<file path="src/rtl/dmem_port_arbiter_if.sv">
// Requester-side handshake bundle for the data-memory port arbiter.
//   req/we/addr/wdata : request driven by the requester, held until gnt
//   gnt               : request accepted this cycle
//   rvalid/rdata      : read data returned for a previously granted read
// The master modport is the requester's view; slave is the arbiter's view.
interface dmem_port_if #(
   parameter int unsigned ADDR_W = 7,
   parameter int unsigned DATA_W = 32
);
   logic              req;
   logic              we;
   logic [ADDR_W-1:0] addr;
   logic [DATA_W-1:0] wdata;
   logic              gnt;
   logic              rvalid;
   logic [DATA_W-1:0] rdata;

   modport master (
      output req, we, addr, wdata,
      input  gnt, rvalid, rdata
   );

   modport slave (
      input  req, we, addr, wdata,
      output gnt, rvalid, rdata
   );
endinterface

</file>
<file path="src/rtl/dmem_port_arbiter.sv">
// Shares one single-cycle data SRAM port between two requesters
// (m0 = processor load/store path, m1 = loader/debug DMA) using
// round-robin arbitration. The grant and the memory command are combinational
// in the request cycle. Read data is steered back to whichever requester issued
// the read, RD_LAT cycles later.
// Ports:
//   clk, rst_n      clock, synchronous active-low reset
//   m0, m1          requester handshake bundles (dmem_port_if.slave)
//   CEN/WEN/OEN     SRAM chip/write/output enables, active low
//   A, Data2Mem     SRAM word address and write data
//   ReadDataMem     SRAM read data, valid RD_LAT cycles after OEN=0
module dmem_port_arbiter #(
   parameter int unsigned ADDR_W = 7,
   parameter int unsigned DATA_W = 32,
   parameter int unsigned RD_LAT = 1
) (
   input  logic              clk,
   input  logic              rst_n,
   dmem_port_if.slave        m0,
   dmem_port_if.slave        m1,
   output logic              CEN,
   output logic              WEN,
   output logic              OEN,
   output logic [ADDR_W-1:0] A,
   output logic [DATA_W-1:0] Data2Mem,
   input  logic [DATA_W-1:0] ReadDataMem
);

   // Index of the most recent winner; the other requester wins the next tie.
   logic              rr_last;
   logic              gnt0_c;
   logic              gnt1_c;
   logic              rd_gnt_c;
   logic              rv0_c;
   logic              rv1_c;
   // Read-return tag pipe: one {valid, id} entry per cycle of read latency.
   logic [RD_LAT-1:0] tag_vld;
   logic [RD_LAT-1:0] tag_id;

   // Grant decision; nothing is granted while reset is held.
   always_comb begin
      gnt0_c = 1'b0;
      gnt1_c = 1'b0;
      if (rst_n) begin
         if (m0.req && m1.req) begin
            gnt0_c = rr_last;
            gnt1_c = !rr_last;
         end else begin
            gnt0_c = m0.req;
            gnt1_c = m1.req;
         end
      end
      rd_gnt_c = (gnt0_c && !m0.we) || (gnt1_c && !m1.we);
   end

   // Memory command for the granted requester; idle port parks at all-inactive.
   always_comb begin
      CEN      = 1'b1;
      WEN      = 1'b1;
      OEN      = 1'b1;
      A        = '0;
      Data2Mem = '0;
      if (gnt0_c) begin
         CEN      = 1'b0;
         WEN      = !m0.we;
         OEN      = m0.we;
         A        = m0.addr;
         Data2Mem = m0.wdata;
      end else if (gnt1_c) begin
         CEN      = 1'b0;
         WEN      = !m1.we;
         OEN      = m1.we;
         A        = m1.addr;
         Data2Mem = m1.wdata;
      end
   end

   // Return path: the tag leaving the pipe selects which requester sees data.
   always_comb begin
      rv0_c     = rst_n && tag_vld[RD_LAT-1] && !tag_id[RD_LAT-1];
      rv1_c     = rst_n && tag_vld[RD_LAT-1] &&  tag_id[RD_LAT-1];
      m0.gnt    = gnt0_c;
      m1.gnt    = gnt1_c;
      m0.rvalid = rv0_c;
      m1.rvalid = rv1_c;
      m0.rdata  = rv0_c ? ReadDataMem : '0;
      m1.rdata  = rv1_c ? ReadDataMem : '0;
   end

   // Round-robin pointer and read-tag pipe; reset drops any reads in flight.
   always_ff @(posedge clk) begin
      if (!rst_n) begin
         rr_last <= 1'b1;
         tag_vld <= '0;
         tag_id  <= '0;
      end else begin
         if (gnt0_c || gnt1_c) begin
            rr_last <= gnt1_c;
         end
         for (int i = int'(RD_LAT) - 1; i > 0; i--) begin
            tag_vld[i] <= tag_vld[i-1];
            tag_id[i]  <= tag_id[i-1];
         end
         tag_vld[0] <= rd_gnt_c;
         tag_id[0]  <= gnt1_c;
      end
   end

endmodule
</file>
<file path="src/flat_wrapper.sv">
// flat-port wrapper written by rule: the top's interface ports become plain ports
module dmem_port_arbiter_flat 
#(
   parameter int unsigned ADDR_W = 7,
   parameter int unsigned DATA_W = 32,
   parameter int unsigned RD_LAT = 1
)
  (clk, rst_n, CEN, WEN, OEN, A, Data2Mem, ReadDataMem, m0_req, m0_we, m0_addr, m0_wdata, m0_gnt, m0_rvalid, m0_rdata, m1_req, m1_we, m1_addr, m1_wdata, m1_gnt, m1_rvalid, m1_rdata);
  dmem_port_if #(.ADDR_W(ADDR_W), .DATA_W(DATA_W)) m0_i ();
  dmem_port_if #(.ADDR_W(ADDR_W), .DATA_W(DATA_W)) m1_i ();
  input  logic clk;
  input  logic rst_n;
  output logic CEN;
  output logic WEN;
  output logic OEN;
  output logic [ADDR_W-1:0] A;
  output logic [DATA_W-1:0] Data2Mem;
  input  logic [DATA_W-1:0] ReadDataMem;
  input wire logic [$bits(m0_i.req)-1:0] m0_req;
  input wire logic [$bits(m0_i.we)-1:0] m0_we;
  input wire logic [$bits(m0_i.addr)-1:0] m0_addr;
  input wire logic [$bits(m0_i.wdata)-1:0] m0_wdata;
  output wire logic [$bits(m0_i.gnt)-1:0] m0_gnt;
  output wire logic [$bits(m0_i.rvalid)-1:0] m0_rvalid;
  output wire logic [$bits(m0_i.rdata)-1:0] m0_rdata;
  input wire logic [$bits(m1_i.req)-1:0] m1_req;
  input wire logic [$bits(m1_i.we)-1:0] m1_we;
  input wire logic [$bits(m1_i.addr)-1:0] m1_addr;
  input wire logic [$bits(m1_i.wdata)-1:0] m1_wdata;
  output wire logic [$bits(m1_i.gnt)-1:0] m1_gnt;
  output wire logic [$bits(m1_i.rvalid)-1:0] m1_rvalid;
  output wire logic [$bits(m1_i.rdata)-1:0] m1_rdata;
  assign m0_i.req = m0_req;
  assign m0_i.we = m0_we;
  assign m0_i.addr = m0_addr;
  assign m0_i.wdata = m0_wdata;
  assign m0_gnt = m0_i.gnt;
  assign m0_rvalid = m0_i.rvalid;
  assign m0_rdata = m0_i.rdata;
  assign m1_i.req = m1_req;
  assign m1_i.we = m1_we;
  assign m1_i.addr = m1_addr;
  assign m1_i.wdata = m1_wdata;
  assign m1_gnt = m1_i.gnt;
  assign m1_rvalid = m1_i.rvalid;
  assign m1_rdata = m1_i.rdata;
  dmem_port_arbiter #(.ADDR_W(ADDR_W), .DATA_W(DATA_W), .RD_LAT(RD_LAT)) u_core (.clk(clk), .rst_n(rst_n), .m0(m0_i), .m1(m1_i), .CEN(CEN), .WEN(WEN), .OEN(OEN), .A(A), .Data2Mem(Data2Mem), .ReadDataMem(ReadDataMem));
endmodule
</file>
<file path="config.mk">
export PLATFORM = sky130hd
export DESIGN_NAME = dmem_port_arbiter_flat
export DESIGN_NICKNAME = d
export VERILOG_FILES = /design/src/rtl/dmem_port_arbiter_if.sv /design/src/rtl/dmem_port_arbiter.sv /design/src/flat_wrapper.sv
export SDC_FILE = /design/constraint.sdc
export NUM_CORES = 1
export LEC_CHECK = 0
export BUFFER_PORTS_ARGS = -buffer_cell sky130_fd_sc_hd__buf_2
export CORE_AREA = 2 2 87 89
export CTS_CLUSTER_DIAMETER = 100
export CTS_CLUSTER_SIZE = 30
export DETAILED_ROUTE_END_ITERATION = 16
export DIE_AREA = 0 0 89 91
export PLACE_DENSITY = 0.62
export SKIP_LAST_GASP = 1
export SLEW_MARGIN = 20
export SYNTH_ARGS = -nofsm -noshare
export SYNTH_HDL_FRONTEND = slang
export SYNTH_SLANG_ARGS = --single-unit
</file>
<file path="constraint.sdc">
create_clock -name clk -period 1.25 [get_ports clk]
set_input_delay 0.0625 -clock clk [delete_from_list [all_inputs] [get_ports clk]]
set_output_delay 0.0625 -clock clk [all_outputs]
set_load 0.005 [all_outputs]
</file>
==> run metrics, run 1 <==
sequential cell area=around 66 sq um; status=finished with violations; HPWL Detailed=5.583 mm; CTS H-Tree Depth=1; Final Setup Violations=104; M2 GR Usage=32.21%; share of layout cells above drive strength 1=about two thirds; vias in the first global route=2184; antenna violations before repair=1; fill count=756; number of core rows=31; Placed Area=0.002512 sq mm; routability congestion estimate from global placement=between 0.7 and 0.8; Num CTS Buffers=3; CTS Buffer Depth=2; die area=around 0.0081 sq mm; synthesized flop and latch total=3; number of DRC markers in iteration 0=between 40 and 50; Clock Pin Slew Worst Setup and Hold Paths=roughly 0.030 ns; Worst Path Class, Setup=reg2out; synthesized area=0.001259 sq mm; nets@finish=577; Gate power share=70.1%; Synth async-reset ratio=0%; pin count of the biggest net entering global routing=53; Sw Pwr=0.5015 mW; Clock power frac=21.5%; Diodes inserted=0; routed wire length per instance=14.41 um; number of synthesized flops with an enable pin=0; Pwr Total=1.315 mW; sequential power share=8.4%; grt ovf=0; Power Density=403.1 mW/mm^2; number of nets with antenna violations after routing=0; Multi-input gate area=0.001390 sq mm; final setup skew=0.0006869 ns; HP Class=in2reg; Clock Sinks=3; Buffers on Ports=225; Clock Tree Root=clkbuf_8; Max Clk Rate=0.7321 GHz; first-pass GRT wire length=10.86 mm; Synth warnings=0; Final Max Slew Viols=0; Max FO, Critical Path=7; Chip Width=89 um; io pins=between 200 and 250; Slew @ Worst Pin=0.2737 ns; maximum vdd drop=0.2183 mV; Cells after Synth=around 230; Via-to-Cell Ratio=4.460; total track usage=17.18%; Leakage=1.835 nW; later-pin clock latency in the skew report=0.21 ns; initial core utilization=roughly 18%; Unique masters post-synth=18; Worst Path Required=1.19 ns; layer with the highest usage=met2; max cap viols=0; worst relative slew slack=81.75%; setup ws final=-0.1159 ns; switching share of power=38.14%; Internal=around 0.81 mW; core area=0.007137 sq mm; global routing usage on met1=21.11%; met3 GRT Util=1.455%; sequential area share after synthesis=4.771%; WL final=8.053 mm; via count=2493; Die Y=91 um; fin crit period=1.366 ns; syn avg cell area=between 5 and 6 sq um; syn nets=345; Pre-antenna DRT Iters=4; final hold vios=0; crit path launch type=register; Util after Layout=roughly 46%; drt drc=0; Final Cell Area=0.003262 sq mm; P&R area growth vs syn=159.1%; ys flop type=dfxtp_1; CP arrival=1.30 ns; crit end category=output port; failing checks=setup timing; fin crit share=109.3%; Hold Buf Count CTS=0; TritonCTS clock tree=done; RSZ-0062 raised after global routing=yes
==> critical path, stage by stage (launching register included) <==
cell and delay (ns):
dfxtp_4 0.35, o21ai_4 0.20, buf_12 0.16, clkbuf_16 0.17
o22ai_2 0.08, buf_2 0.13
==> flip-flops by register name (all words and copies together) (netlist names) <==
| name | flops |
|---|---|
| u_core.tag_vld | 1 |
| u_core.tag_id | 1 |
| u_core.rr_last | 1 |
==> path summary, 6_finish.rpt <==
| kind | slack [ns] | startpoint | to | depth (start not counted) |
|---|---|---|---|---|
| min | 0.09 | m1_we | u_core.tag_vld | 2 |
| max | -0.12 | u_core.rr_last | Data2Mem[26] | 5 |
| min reg2reg | 0.54 | u_core.rr_last | u_core.rr_last | 2 |
| max reg2reg | 0.18 | u_core.rr_last | u_core.tag_vld | 4 |
==> cell usage in the layout, fill, tap and decap left out, types with 4 or more instances in the layout <==
master   Yosys  routed
buf_2       12     217
nand2_1     83      81
and2_1      62      54
o22ai_2      0      32
buf_6        0      11
and2_4       0       8
buf_12       0       8
o22ai_4      0       7
buf_16       0       5
buf_4       10       5
nor2_1       5       4
==> per-layer routing <==
layer / share of wire [%] / wire (um)
met1: 39 / 3138
met2: 52 / 4184
met3: 8.6 / 696
met4: 0.42 / 34
met5: 0 / 0
==> synthesized netlist by cell type, types with 2 or more instances <==
master   number  area (sq um)
and2_1       62         387.9
buf_2        12         60.06
buf_4        10         75.07
dfxtp_1       3         60.06
inv_1         3         11.26
nand2_1      83         311.6
nor2_1        5         18.77
nor2_4        2         22.52
o21ai_0       2         10.01
o22ai_1      39         244.0
==> cell families after synthesis <==
group / after synthesis / share of synthesized area [%]
AO/OA/AOI/OAI: 45 / 23.06
buffers and inverters: 26 / 11.93
flip-flops: 3 / 4.772
AND/OR/NAND/NOR: 155 / 60.24
==> stage by stage <==
stage               TNS, ns  cells  setup slack (ns)  hold slack (ns)
detailed placement        0    538           0.08376           0.3158
global route         -11.84    559           -0.1503          0.09174
floorplan                 0    229            0.3046           0.1803
global placement          0    538            0.1042           0.3185
finish               -6.294    559           -0.1159          0.09030
CTS                  -5.542    555          -0.08699          0.08583
==> area by class of cell <==
cell class	count	share of cell area [%]
multi-input combinational	200	42.62
clock buffer	4	1.381
inverter	3	0.3452
tap	99	3.797
timing repair buffer	250	49.83
sequential	3	2.033
==> power by group through the flow <==
stage	logic, mW	clock network [mW]	registers [mW]
final	0.922	0.283	0.110
after global routing	1.00	0.294	0.111
after CTS	0.792	0.283	0.109
after detailed placement	0.663	0	0.110
after global placement	0.657	0	0.110
after floorplan	0.292	0	0.109
==> what timing repair did <==
action	in CTS	in global routing
buffers inserted	7	2
setup endpoints to repair	72	106
hold endpoints to repair	0	0
gates resized for setup	45	42
pin swaps	18	38
gates cloned	6	2
Power figures use the tool's default switching activity.
==> inputs of run 2 (changes only) <==
--- a/config.mk
+++ b/config.mk
@@ -17,3 +17,4 @@
 export SYNTH_ARGS = -nofsm -noshare
 export SYNTH_HDL_FRONTEND = slang
 export SYNTH_SLANG_ARGS = --single-unit
+export TNS_END_PERCENT = 50
==> constraint.sdc (replaced) <==
create_clock -name clk -period 1.3 [get_ports clk]
set_input_delay 0.065 -clock clk [delete_from_list [all_inputs] [get_ports clk]]
set_output_delay 0.065 -clock clk [all_outputs]
set_load 0.005 [all_outputs]
==> run 2 against run 1 <==
  * The flow still finishes with violations (setup timing)
  * Worst hold slack better by 0.0074 ns
  * Sequential cell count unchanged
  * Sequential power about the same
  * Routed wire length down 6.9%
  * Non-clock buffer count down 10
  * Worst setup slack better by 0.092 ns
  * Clock skew about the same
  * Sequential share of layout area up 0.27 points
  * Final area down 12%
  * Clock-buffer cell count unchanged
  * Critical path type unchanged
  * Largest cell class unchanged
==> run metrics, run 2 (synthesized netlist as in run 1, its figures left out) <==
most common cell after layout, fill and taps aside=buf_2; Finished Layout Cells=about 550; slowest CP cell=dfxtp_4; Worst Path Class, Setup=reg2out; via count=2388; Multi-input gate area=0.001205 sq mm; first-pass GRT wire length=between 9 and 10 mm; Slew @ Worst Pin=0.2835 ns; die area=slightly above 0.008 sq mm; drt drc=0; routed wire length per instance=13.66 um; number of core rows=31; io pins=226; Clock Sinks=3; commonest non-fill, non-tap cells in the layout=buf_2, nand2_1, and2_1; hold_ws=0.09774 ns; failing checks=setup timing; Pre-antenna DRT Iters=4; Clock Pin Slew Worst Setup and Hold Paths=0.03 ns; grt ovf=0; CTS Buffer Depth=2; nets@finish=567; initial core utilization=between 10% and 20%; CTS H-Tree Depth=1; RSZ-0062 raised after global routing=yes; HPWL Detailed=5.572 mm; vias in the first global route=2073; Worst Path Required=1.24 ns; max cap viols=0; Buffers on Ports=225; crit path launch type=register; Final Setup Violations=20; P&R area growth vs syn=128.4%; antenna violations before repair=0; sequential cell area=around 66 sq um; TritonCTS clock tree=done; Power Density=about 410 mW/mm^2; Setup TNS=-0.2013 ns; total track usage=15.10%; worst relative slew slack=between 80% and 90%; Max FO, Critical Path=13; Diodes inserted=0; CP arrival=1.26 ns; Die Y=91 um; Clock Tree Root=clkbuf_8; Largest regs=u_core.rr_last x1, u_core.tag_id x1, u_core.tag_vld x1; crit path launch=u_core.rr_last; HP Class=in2reg; hold path start=rst_n; final setup skew=0.001014 ns; Via-to-Cell Ratio=between 4 and 5; Num CTS Buffers=3; r2r startpoint=u_core.rr_last; worst-path cell chain=o21ai_4 -> buf_12 -> clkbuf_16 -> o22ai_1 -> buf_2; status=finished with violations; share of layout cells above drive strength 1=roughly 59%; Pwr Total=1.167 mW; core area=0.007137 sq mm; fin crit period=1.324 ns; fin crit share=101.9%; setup ws final=-0.02406 ns; Post-Place Worst Slack=0.1246 ns; Chip Width=89 um; Final Max Slew Viols=0; Hold Buf Count CTS=0; routability congestion estimate from global placement=0.7323; pin count of the biggest net entering global routing=53; Worst path max stage delay=roughly 0.37 ns; Leakage=1.702 nW; WL final=around 7.5 mm; number of DRC markers in iteration 0=38; fill count=794; Max Clk Rate=0.7553 GHz; number of nets with antenna violations after routing=0; final hold vios=0; crit end category=output port; placed insts=roughly 540; maximum vdd drop=0.2188 mV; later-pin clock latency in the skew report=about 0.22 ns
[run 2: cell count changes in the layout (fill, tap and decap cells not counted), moves of 2 or more]
cell | previous run | this run
clkbuf_16 | 2 | 4
buf_2 | 217 | 225
o22ai_1 | 0 | 25
buf_6 | 11 | 0
o22ai_4 | 7 | 5
and2_1 | 54 | 62
buf_4 | 5 | 2
and2_4 | 8 | 0
o22ai_2 | 32 | 9
buf_16 | 5 | 1
[run 2: power by group]
| part | internal, mW | leakage [nW] | switching, mW |
|---|---|---|---|
| combinational | 0.417 | 1.65 | 0.363 |
| clock | 0.210 | 0.0228 | 0.0707 |
| sequential | 0.0993 | 0.0257 | 0.00740 |
| total | 0.726 | 1.70 | 0.441 |
[run 2: area by class of cell]
cell class	instances	area share [%]
Multi-Input combinational cell	200	41.91
Tap cell	99	4.308
Timing Repair Buffer	240	49.52
Inverter	3	0.3916
Sequential cell	3	2.306
Clock buffer	4	1.567
[run 2: worst paths after layout]
path | end | slack [ns] | cells past startpoint
max | A[6] | -0.02 | 5
min | u_core.rr_last | 0.1 | 2
max reg2reg | u_core.tag_vld | 0.35 | 4
min reg2reg | u_core.rr_last | 0.55 | 2
[run 2: metrics by stage]
| stage | instance area (sq um) | util, % |
|---|---|---|
| floorplan | 1259 | - |
| global placement | 2500 | 35.03 |
| detailed placement | 2500 | 35.03 |
| CTS | 2585 | 36.22 |
| global route | 2875 | 40.29 |
| finish | 2875 | 40.29 |
[run 2: critical path: cells and delay by family, from the launching register on]
family / cells / cell delay (ns)
compound gates: 2 / 0.22
buf+inv: 3 / 0.44
flops: 1 / 0.37
[run 2: per-layer routing]
metal  track usage [%]  share of wire (%)  wire (um)  up-vias
met2             27.67                 48       3626      143
li1                  -                  -          -     1197
met1             16.14                 39       2899     1042
met5                 0                  0          0        -
met4             3.731                1.1         80        0
met3             5.273                 12        893        6
[run 2: timing repair]
| item | 4_1_cts | 5_1_grt |
|---|---|---|
| endpoints found under the setup margin | 72 | 101 |
| buffers inserted | 0 | 2 |
| pin swaps | 1 | 7 |
| gates cloned | 1 | 4 |
| resized for setup | 6 | 28 |
==> inputs of run 3 (changes only) <==
--- a/config.mk
+++ b/config.mk
@@ -6,12 +6,13 @@
 export NUM_CORES = 1
 export LEC_CHECK = 0
 export BUFFER_PORTS_ARGS = -buffer_cell sky130_fd_sc_hd__buf_2
-export CORE_AREA = 2 2 87 89
+export CORE_AREA = 2 2 88 90
+export CTS_BUF_LIST = sky130_fd_sc_hd__clkbuf_8
 export CTS_CLUSTER_DIAMETER = 100
 export CTS_CLUSTER_SIZE = 30
 export DETAILED_ROUTE_END_ITERATION = 16
-export DIE_AREA = 0 0 89 91
-export PLACE_DENSITY = 0.62
+export DIE_AREA = 0 0 90 92
+export PLACE_DENSITY = 0.61
 export SKIP_LAST_GASP = 1
 export SLEW_MARGIN = 20
 export SYNTH_ARGS = -nofsm -noshare
==> run 3 against run 2 <==
  * Fmax about the same
  * Power fell by 6.3%
  * Sequential share of layout area up 0.056 points
  * Clock power is 6% lower
  * Sequential cell count unchanged
  * Die area increased by 2.2%
  * Worst hold slack gained 0.0061 ns
  * First-iteration DRC count rose by 61%
  * Critical path depth did not move
  * The run still ends with setup timing left
  * Clock-buffer cell count shrank 1
  * Critical endpoint is now Data2Mem[17]
  * Global-route usage fell by 1.4 points
==> run metrics, run 3 (synthesized netlist as in run 1, its figures left out) <==
Num CTS Buffers=3; Clock Sinks=3; number of nets with antenna violations after routing=0; placed insts=542; total track usage=13.70%; Die Y=92 um; drt drc=0; Final Max Slew Viols=0; max cap viols=0; WL final=6.856 mm; Chip Width=about 90 um; io pins=between 200 and 250; Diodes inserted=0; sequential cell area=about 65 sq um; Final Setup Violations=4; setup ws final=-0.02333 ns; worst path buffer plus inverter count=3; Pre-antenna DRT Iters=4; Max FO, Critical Path=6; TritonCTS clock tree=done; fin crit period=~1.3 ns; pin count of the biggest net entering global routing=46; Clock Pin Slew Worst Setup and Hold Paths=0.03 ns; sequential power share=a little under a tenth; Final Cell Area=0.002754 sq mm; Hold Path Depth=2; Worst Path Required=1.24 ns; Internal=0.6847 mW; reg2reg path depth=4; CTS Buffer Depth=2; fin crit share=101.8%; nets@finish=567; crit end category=output port; HP Class=in2reg; core area=0.007447 sq mm; most common cell after layout, fill and taps aside=buf_2; Worst path max stage delay=0.35 ns; RSZ-0062 raised after global routing=yes; Leakage=1.676 nW; hold_ws=0.1039 ns; share of layout cells above drive strength 1=between 50% and 60%; Slew @ Worst Pin=0.2552 ns; HPWL Detailed=5.025 mm; worst-path cell chain=o21ai_4 -> buf_12 -> clkbuf_16 -> o22ai_1 -> buf_2; Finished Layout Cells=552; CTS H-Tree Depth=1; P&R area growth vs syn=118.8%; Clock power frac=between 20 and 25%; die area=0.008280 sq mm; worst relative slew slack=a little over 80%; crit path launch type=register; number of core rows=32; Setup TNS=-0.05693 ns; grt ovf=0; antenna violations before repair=0; Largest regs=u_core.rr_last x1, u_core.tag_id x1, u_core.tag_vld x1; Clock Tree Root=clkbuf_8; switching share of power=approximately 37%; Power Density=397.0 mW/mm^2; crit path launch=u_core.rr_last; Multi-input gate area=between 0.001 and 0.0015 sq mm; Post-Place Worst Slack=0.1525 ns; critical path depth=5; commonest non-fill, non-tap cells in the layout=buf_2, nand2_1, and2_1; status=finished with violations; Max Clk Rate=0.7557 GHz; routability congestion estimate from global placement=~0.76; failing checks=setup timing; vias in the first global route=between 2000 and 2500; Worst Path Class, Setup=reg2out; Hold Buf Count CTS=0; Util after Layout=36.98%; final setup skew=~0.0014 ns; number of DRC markers in iteration 0=61; hold path start=m1_we; maximum vdd drop=0.2026 mV; final hold vios=0; Placed Area=~0.0025 sq mm; routed wire length per instance=12.42 um; r2r startpoint=u_core.rr_last; slowest CP cell=dfxtp_4; Sw Pwr=0.4085 mW; CP arrival=1.26 ns; initial core utilization=16.90%; Gate power share=between 60% and 70%; fill count=817; Buffers on Ports=225; Pwr Total=1.093 mW; CP top delay family=buffers and inverters; later-pin clock latency in the skew report=0.22 ns; first-pass GRT wire length=9.715 mm; via count=2359; Via-to-Cell Ratio=4.274
run 3: routing by layer:
metal  vias to the layer above  track usage, %  part of all wire (%)  wire length [um]
met3                         2           3.287                   8.9               609
met5                         -               0                     0                 0
met2                       134           24.56                    51              3468
li1                       1198               -                     -                 -
met1                      1025           17.00                    40              2751
met4                         0           1.923                  0.39                27
run 3: area by class of cell:
type,count,share of cell area [%]
sequential,3,2.363
clock buffer,3,1.499
multi-input combinational,200,41.25
timing repair buffer,240,49.70
clock inverter,1,0.1363
inverter,3,0.4089
tap,102,4.634
run 3: worst register-to-register path, delay by kind of cell, from the launching register on:
kind	cells	cell delay (ns)
flip-flops	1	0.35
buffers and inverters	1	0.18
AND/OR/NAND/NOR	2	0.17
AO/OA/AOI/OAI	1	0.24
run 3: power by group through the flow:
stage                     registers [mW]  logic (mW)  clock network, mW
after floorplan                    0.105       0.280                  0
after detailed placement           0.105       0.626                  0
after global placement             0.105       0.620                  0
after CTS                          0.104       0.630              0.275
after global routing               0.106       0.800              0.288
final                              0.105       0.723              0.265
run 3: path summary, 6_finish.rpt:
path,end,slack [ns]
worst max-delay path,Data2Mem[17],-0.02
worst min register to register,u_core.rr_last,0.54
worst max register to register,u_core.tag_vld,0.26
worst min-delay path,u_core.tag_vld,0.10
run 3: repair_timing:
action                     CTS  global route
pin swaps                    0             9
resized for setup            2            19
setup buffers                0             2
gates cloned                 0             4
setup endpoints to repair   71            94
